===== src/rtl/tomasulo_pkg.sv =====
// Shared Tomasulo core definitions: operand widths, the "value present" tag
// and the station-tag base assigned to each functional unit.
package tomasulo_pkg;

    localparam int TAG_W  = 4;
    localparam int DATA_W = 32;
    localparam int OP_W   = 5;

    localparam logic [TAG_W-1:0] TAG_READY = '0;

    typedef enum logic [1:0] {
        FU_ALU = 2'd0,
        FU_MUL = 2'd1,
        FU_MEM = 2'd2
    } fu_e;

    // Each FU owns a contiguous block of 4 station tags; tag 0 stays reserved.
    function automatic int station_tag_base(input fu_e fu);
        case (fu)
            FU_ALU:  station_tag_base = 1;
            FU_MUL:  station_tag_base = 5;
            FU_MEM:  station_tag_base = 9;
            default: station_tag_base = 1;
        endcase
    endfunction

endpackage


===== src/rtl/rs_age_select.sv =====
// Age matrix for a reservation station: older_reg[j][i]=1 means entry j is
// older than entry i. Produces a one-hot grant for the oldest ready entry.
module rs_age_select #(
    parameter int DEPTH = 4
) (
    input  logic             clk,
    input  logic             nRST,
    input  logic             flush,
    input  logic [DEPTH-1:0] alloc_sel,
    input  logic [DEPTH-1:0] busy,
    input  logic [DEPTH-1:0] ready,
    output logic [DEPTH-1:0] grant
);

    logic [DEPTH-1:0] older_reg [DEPTH];

    genvar gi;
    generate
        for (gi = 0; gi < DEPTH; gi++) begin : g_row
            // A new entry's row is cleared (older than nobody) and its column
            // takes the current busy vector (younger than every busy entry).
            always_ff @(posedge clk or negedge nRST) begin
                if (!nRST) begin
                    older_reg[gi] <= '0;
                end else if (flush) begin
                    older_reg[gi] <= '0;
                end else if (alloc_sel[gi]) begin
                    older_reg[gi] <= '0;
                end else if (|alloc_sel) begin
                    older_reg[gi] <= (older_reg[gi] & ~alloc_sel) |
                                     (alloc_sel & {DEPTH{busy[gi]}});
                end
            end
        end
    endgenerate

    always_comb begin
        grant = '0;
        for (int i = 0; i < DEPTH; i++) begin
            grant[i] = ready[i];
            for (int j = 0; j < DEPTH; j++) begin
                if (ready[j] && older_reg[j][i]) begin
                    grant[i] = 1'b0;
                end
            end
        end
    end

endmodule


===== src/rtl/reservation_station_n.sv =====
// DEPTH-entry reservation station: allocates into the lowest free slot,
// captures operands from the CDB, and issues the oldest ready entry.
module reservation_station_n #(
    parameter int DEPTH    = 4,
    parameter int DATA_W   = 32,
    parameter int TAG_W    = 4,
    parameter int OP_W     = 5,
    parameter int TAG_BASE = 1,
    localparam int CNT_W   = $clog2(DEPTH + 1)
) (
    input  logic              clk,
    input  logic              nRST,
    input  logic              flush,
    input  logic              alloc_valid,
    output logic              alloc_ready,
    input  logic [OP_W-1:0]   alloc_op,
    input  logic [TAG_W-1:0]  alloc_tag1,
    input  logic [TAG_W-1:0]  alloc_tag2,
    input  logic [DATA_W-1:0] alloc_data1,
    input  logic [DATA_W-1:0] alloc_data2,
    output logic [TAG_W-1:0]  alloc_slot_tag,
    input  logic              bc_valid,
    input  logic [TAG_W-1:0]  bc_tag,
    input  logic [DATA_W-1:0] bc_data,
    output logic              issue_valid,
    input  logic              issue_ready,
    output logic [OP_W-1:0]   issue_op,
    output logic [DATA_W-1:0] issue_data1,
    output logic [DATA_W-1:0] issue_data2,
    output logic [TAG_W-1:0]  issue_tag,
    output logic [CNT_W-1:0]  count
);
    import tomasulo_pkg::TAG_READY;

    logic              busy_reg [DEPTH];
    logic [OP_W-1:0]   op_reg   [DEPTH];
    logic [TAG_W-1:0]  q1_reg   [DEPTH];
    logic [TAG_W-1:0]  q2_reg   [DEPTH];
    logic [DATA_W-1:0] v1_reg   [DEPTH];
    logic [DATA_W-1:0] v2_reg   [DEPTH];
    logic [CNT_W-1:0]  count_reg;

    logic [DEPTH-1:0] busy_vec;
    logic [DEPTH-1:0] ready_vec;
    logic [DEPTH-1:0] grant;
    logic [DEPTH-1:0] alloc_sel;
    logic             alloc_fire;
    logic             issue_fire;
    logic             bc_live;
    logic             found;

    assign alloc_ready = (count_reg != CNT_W'(DEPTH));
    assign alloc_fire  = alloc_valid & alloc_ready;
    assign issue_valid = |ready_vec;
    assign issue_fire  = issue_valid & issue_ready;
    assign bc_live     = bc_valid && (bc_tag != TAG_READY);
    assign count       = count_reg;

    always_comb begin
        alloc_sel      = '0;
        found          = 1'b0;
        alloc_slot_tag = TAG_W'(TAG_BASE);
        for (int i = 0; i < DEPTH; i++) begin
            if (!busy_reg[i] && !found) begin
                found          = 1'b1;
                alloc_sel[i]   = alloc_fire;
                alloc_slot_tag = TAG_W'(TAG_BASE + i);
            end
        end
    end

    genvar gi;
    generate
        for (gi = 0; gi < DEPTH; gi++) begin : g_entry
            assign busy_vec[gi]  = busy_reg[gi];
            assign ready_vec[gi] = busy_reg[gi] && (q1_reg[gi] == TAG_READY) &&
                                   (q2_reg[gi] == TAG_READY);

            always_ff @(posedge clk or negedge nRST) begin
                if (!nRST) begin
                    busy_reg[gi] <= 1'b0;
                    op_reg[gi]   <= '0;
                    q1_reg[gi]   <= '0;
                    q2_reg[gi]   <= '0;
                    v1_reg[gi]   <= '0;
                    v2_reg[gi]   <= '0;
                end else if (flush) begin
                    busy_reg[gi] <= 1'b0;
                end else if (alloc_sel[gi]) begin
                    busy_reg[gi] <= 1'b1;
                    op_reg[gi]   <= alloc_op;
                    // Operand may be broadcast in the very cycle it is dispatched.
                    if (bc_live && bc_tag == alloc_tag1) begin
                        q1_reg[gi] <= TAG_READY;
                        v1_reg[gi] <= bc_data;
                    end else begin
                        q1_reg[gi] <= alloc_tag1;
                        v1_reg[gi] <= alloc_data1;
                    end
                    if (bc_live && bc_tag == alloc_tag2) begin
                        q2_reg[gi] <= TAG_READY;
                        v2_reg[gi] <= bc_data;
                    end else begin
                        q2_reg[gi] <= alloc_tag2;
                        v2_reg[gi] <= alloc_data2;
                    end
                end else begin
                    if (issue_fire && grant[gi]) begin
                        busy_reg[gi] <= 1'b0;
                    end
                    if (busy_reg[gi] && bc_live && q1_reg[gi] == bc_tag) begin
                        q1_reg[gi] <= TAG_READY;
                        v1_reg[gi] <= bc_data;
                    end
                    if (busy_reg[gi] && bc_live && q2_reg[gi] == bc_tag) begin
                        q2_reg[gi] <= TAG_READY;
                        v2_reg[gi] <= bc_data;
                    end
                end
            end
        end
    endgenerate

    rs_age_select #(.DEPTH(DEPTH)) u_age (
        .clk       (clk),
        .nRST      (nRST),
        .flush     (flush),
        .alloc_sel (alloc_sel),
        .busy      (busy_vec),
        .ready     (ready_vec),
        .grant     (grant)
    );

    always_comb begin
        issue_op    = '0;
        issue_data1 = '0;
        issue_data2 = '0;
        issue_tag   = '0;
        for (int i = 0; i < DEPTH; i++) begin
            if (grant[i]) begin
                issue_op    = op_reg[i];
                issue_data1 = v1_reg[i];
                issue_data2 = v2_reg[i];
                issue_tag   = TAG_W'(TAG_BASE + i);
            end
        end
    end

    always_ff @(posedge clk or negedge nRST) begin
        if (!nRST) begin
            count_reg <= '0;
        end else if (flush) begin
            count_reg <= '0;
        end else if (alloc_fire && !issue_fire) begin
            count_reg <= count_reg + 1'b1;
        end else if (issue_fire && !alloc_fire) begin
            count_reg <= count_reg - 1'b1;
        end
    end

endmodule


===== config.mk =====
export PLATFORM = sky130hd
export DESIGN_NAME = reservation_station_n
export DESIGN_NICKNAME = d
export VERILOG_FILES = /design/src/rtl/tomasulo_pkg.sv /design/src/rtl/rs_age_select.sv /design/src/rtl/reservation_station_n.sv
export SDC_FILE = /design/constraint.sdc
export NUM_CORES = 1
export LEC_CHECK = 0
export BUFFER_PORTS_ARGS = -buffer_cell sky130_fd_sc_hd__buf_2
export CAP_MARGIN = 20
export CORE_MARGIN = 10
export CORE_UTILIZATION = 35
export CTS_CLUSTER_DIAMETER = 150
export CTS_CLUSTER_SIZE = 30
export DETAILED_ROUTE_END_ITERATION = 10
export GPL_ROUTABILITY_DRIVEN = 0
export PLACE_DENSITY = 0.59
export SYNTH_ARGS = -nofsm -noshare
export SYNTH_HDL_FRONTEND = slang
export SYNTH_SLANG_ARGS = --single-unit

===== constraint.sdc =====
create_clock -name clk -period 3.25 [get_ports clk]
set_input_delay 0.65 -clock clk [delete_from_list [all_inputs] [get_ports clk]]
set_output_delay 0.65 -clock clk [all_outputs]
set_load 0.02 [all_outputs]

==> results.md <==
- Mux contribution to synthesized area: 16.43%
- 1st-iter DRT viols: 1174
- Yosys top cell area share: 47.95%
- Compound-cell area share of the yosys netlist: 18.88%
- Lkg Pwr: 10.77 nW
- CTS root buf: clkbuf_16
- Reg2Reg Depth: 11
- Rows: 81
- Relative slew slack: 39.30%
- Core area: 0.04885 mm2
- Post-DRT Antenna Nets: 0
- Initial Util: 35.36%
- Via count: 14.45k
- Power Density: 534.1 mW/mm2
- Die Ht: 242.2 um
- Grt ovf: 0
- Final setup vio count: 71
- Adder-cell share of the synthesized area: 0.1159%
- Placed cell areas: 0.01989 mm2
- Number of global-route vias before repair: 14.94k
- WP data arrival: 3.15 ns
- Syn avg cell area: 10.00 um2
- Worst reg2reg path endpoint: count[1]
- Post-Syn Instances: 1727
- Worst-path clk slew: 0.12 ns
- Largest net degree at the start of global routing: 99
- Number of top-level pins: 201
- Main flop type after synthesis: dfrtp_1
- Hold Path Class: in -> async
- Critical path capture point type: output pin
- Chip Width: 242.2 um
- First-pass DRT Iterations: 5
- Final Instance Count excl. Fillers: 2597
- Final worst path period need: 3.796 ns
- Hold Violations, Final: 0
- Sequential fraction of the synthesis area: 47.95%
- Peak VDD IR: 0.5338 mV
- Port bufs: 198
- TNS Setup: -32.81 ns
- Async set-reset flop share out of synthesis: 100.0%
- Max-cap violations: 0
- Placed insts: 2543
- Pre-CTS WS: -0.1993 ns
- H-tree lvl count: 1
- DRT Wirelength: 62670 um
- Main combinational cell family by area after synthesis: compound AO/OA/AOI/OAI gates
- Worst skew pair latency: 0.55 ns
- Num CTS Buffers: 15
- Xor/xnor cell area share of the yosys netlist: 2.180%
- Critical path startpoint: q2_reg[11]
- Worst-margin pin slew: 0.9105 ns
- Number of register bits inferred by synthesis: 331
- CTS tree: done
- RSZ-0062 raised after global routing: true
- Area delta synth->final: 25.53%
- Routed len/inst: 24.13 um
- All-Layer GR Usage: 20.46%
- Leading area contributor after synthesis: dfrtp_1
- Syn. warnings: 0
- Fin util: 44.39%
- Failing checks: setup timing
- Residual DRC: 0
- Die Area: 0.05864 mm2
- Max Freq: 263.4 MHz
- Clock sink count: 331
- Final Cycle Share: 116.8%
- CP Launch Type: flip-flop
- Critical Path RT: 2.60 ns
- Number of synthesized flops with an enable pin: 0
- Vias per cell: 5.565
- Status: finished, violations left
- CP Class: reg -> out
- Initial antenna violation count: 8
- Dpl hpwl: 40460 um
- Worst R2R Start: q2_reg[13]
- CP max FO: 12
- Cell variety after synth: 55
- Final setup margin: -0.5463 ns
- Fin nets: 2048
- Synth Area in Simple Gates: 9.714%
- Flop-to-flop setup slack: 0.57 ns
- Cell Area, Synth: 0.01727 mm2
- Layout Skew: 0.02511 ns
- Layout Cell Area excl Fill: 0.02168 mm2
- Synth top area cells: dfrtp_1, mux2i_1, o21ai_0
- Clock tree buffer depth: 3
- First-pass GRT wire length: 94740 um
- Final Max Slew Viols: 0
- Layout cell share with drive strength beyond 1: 26.75%
==> worst max path at each step <==
stage	slack [ns]	to
2_1_floorplan	0.18	issue_data1[0]
3_3_place_gp	-0.14	issue_data2[7]
3_5_place_dp	-0.20	issue_data1[21]
4_1_cts	-0.56	issue_data2[7]
5_1_grt	-0.65	issue_data2[7]
6_report	-0.55	issue_data2[7]
==> cells by family after synthesis <==
| family | after synthesis |
|---|---|
| compound gates | 490 |
| xor+xnor | 43 |
| fa+ha+maj | 1 |
| buf+inv | 190 |
| flops | 331 |
| mux | 281 |
| other cells | 1 |
| simple gates | 390 |
==> cell usage after synthesis (all sizes together) (8+ instances only) <==
library cell  number
clkbuf           111
nor3              12
a32o              32
a31oi              8
inv               13
nand2            300
mux2i            261
buf               66
mux2              20
dfrtp            331
a221oi            30
a221o             39
a21oi             37
o221a             41
nand4              9
nor4              18
xor2              38
o21ai            288
nor2              18
==> layer usage <==
layer  GRT usage (%)  vias up  routed length (um)
met5               0        -                  67
met2           34.80      435               30690
met4           5.086       10                1382
met1           26.62     7281               27200
met3           3.340       75                3324
li1                -     6651                   -
==> cell type report <==
cell class,count,area [um2]
antenna,4,10.01
clock buffer,15,375.4
clock inverter,3,40.04
fill,4685,27170
inverter,13,51.30
multi-input combinational,1209,8780
sequential,331,8283
tap,664,830.8
timing repair buffer,358,3313
==> cells in the final DEF (no fill, tap or decap), drive strengths merged, types with 4 or more instances in the layout <==
master    n
nand2   300
o21a      4
diode     4
buf     351
nor4     18
nor3b     4
nand4     9
xor2     38
o21ai   288
nor3     12
o221a    41
clkbuf   21
nand3     6
and2      5
inv      16
nor2     18
and3      6
a21oi    37
a221o    39
or2       4
mux2i   261
a32o     32
mux2     20
dfrtp   331
a31oi     8
a221oi   30
xnor2     5
==> power breakdown <==
| group | internal [W] | leakage [nW] | total [W] | switching (W) |
|---|---|---|---|---|
| sequential | 0.00530 | 4.34 | 0.00606 | 0.000758 |
| clock | 0.000877 | 0.205 | 0.00229 | 0.00142 |
| combinational | 0.00146 | 6.22 | 0.00323 | 0.00177 |
==> what timing repair did <==
action	CTS	global route
cloned	8	7
pin swaps	12	0
hold buffers	0	0
endpoints found under the setup margin	72	73
gates resized for setup	167	54
setup buffers	13	8
==> worst max-delay path, cell delays in order, from the launching register on <==
cell       delay (ns)
dfrtp_1          0.39
or4_4            0.62
nor4_4           0.25
a2111oi_4        0.09
buf_4            0.17
or2_4            0.34
buf_12           0.18
a221o_1          0.28
o221a_2          0.13
buf_2            0.16
==> metrics by stage <==
stage	hold WS, ns	total power (W)
floorplan	0.3544	0.007741
global placement	0.4564	0.008863
detailed placement	0.4653	0.009020
CTS	0.1876	0.01153
global route	0.1957	0.01226
finish	0.1344	0.01158
Note: power is estimated with default switching activity, not from simulation.
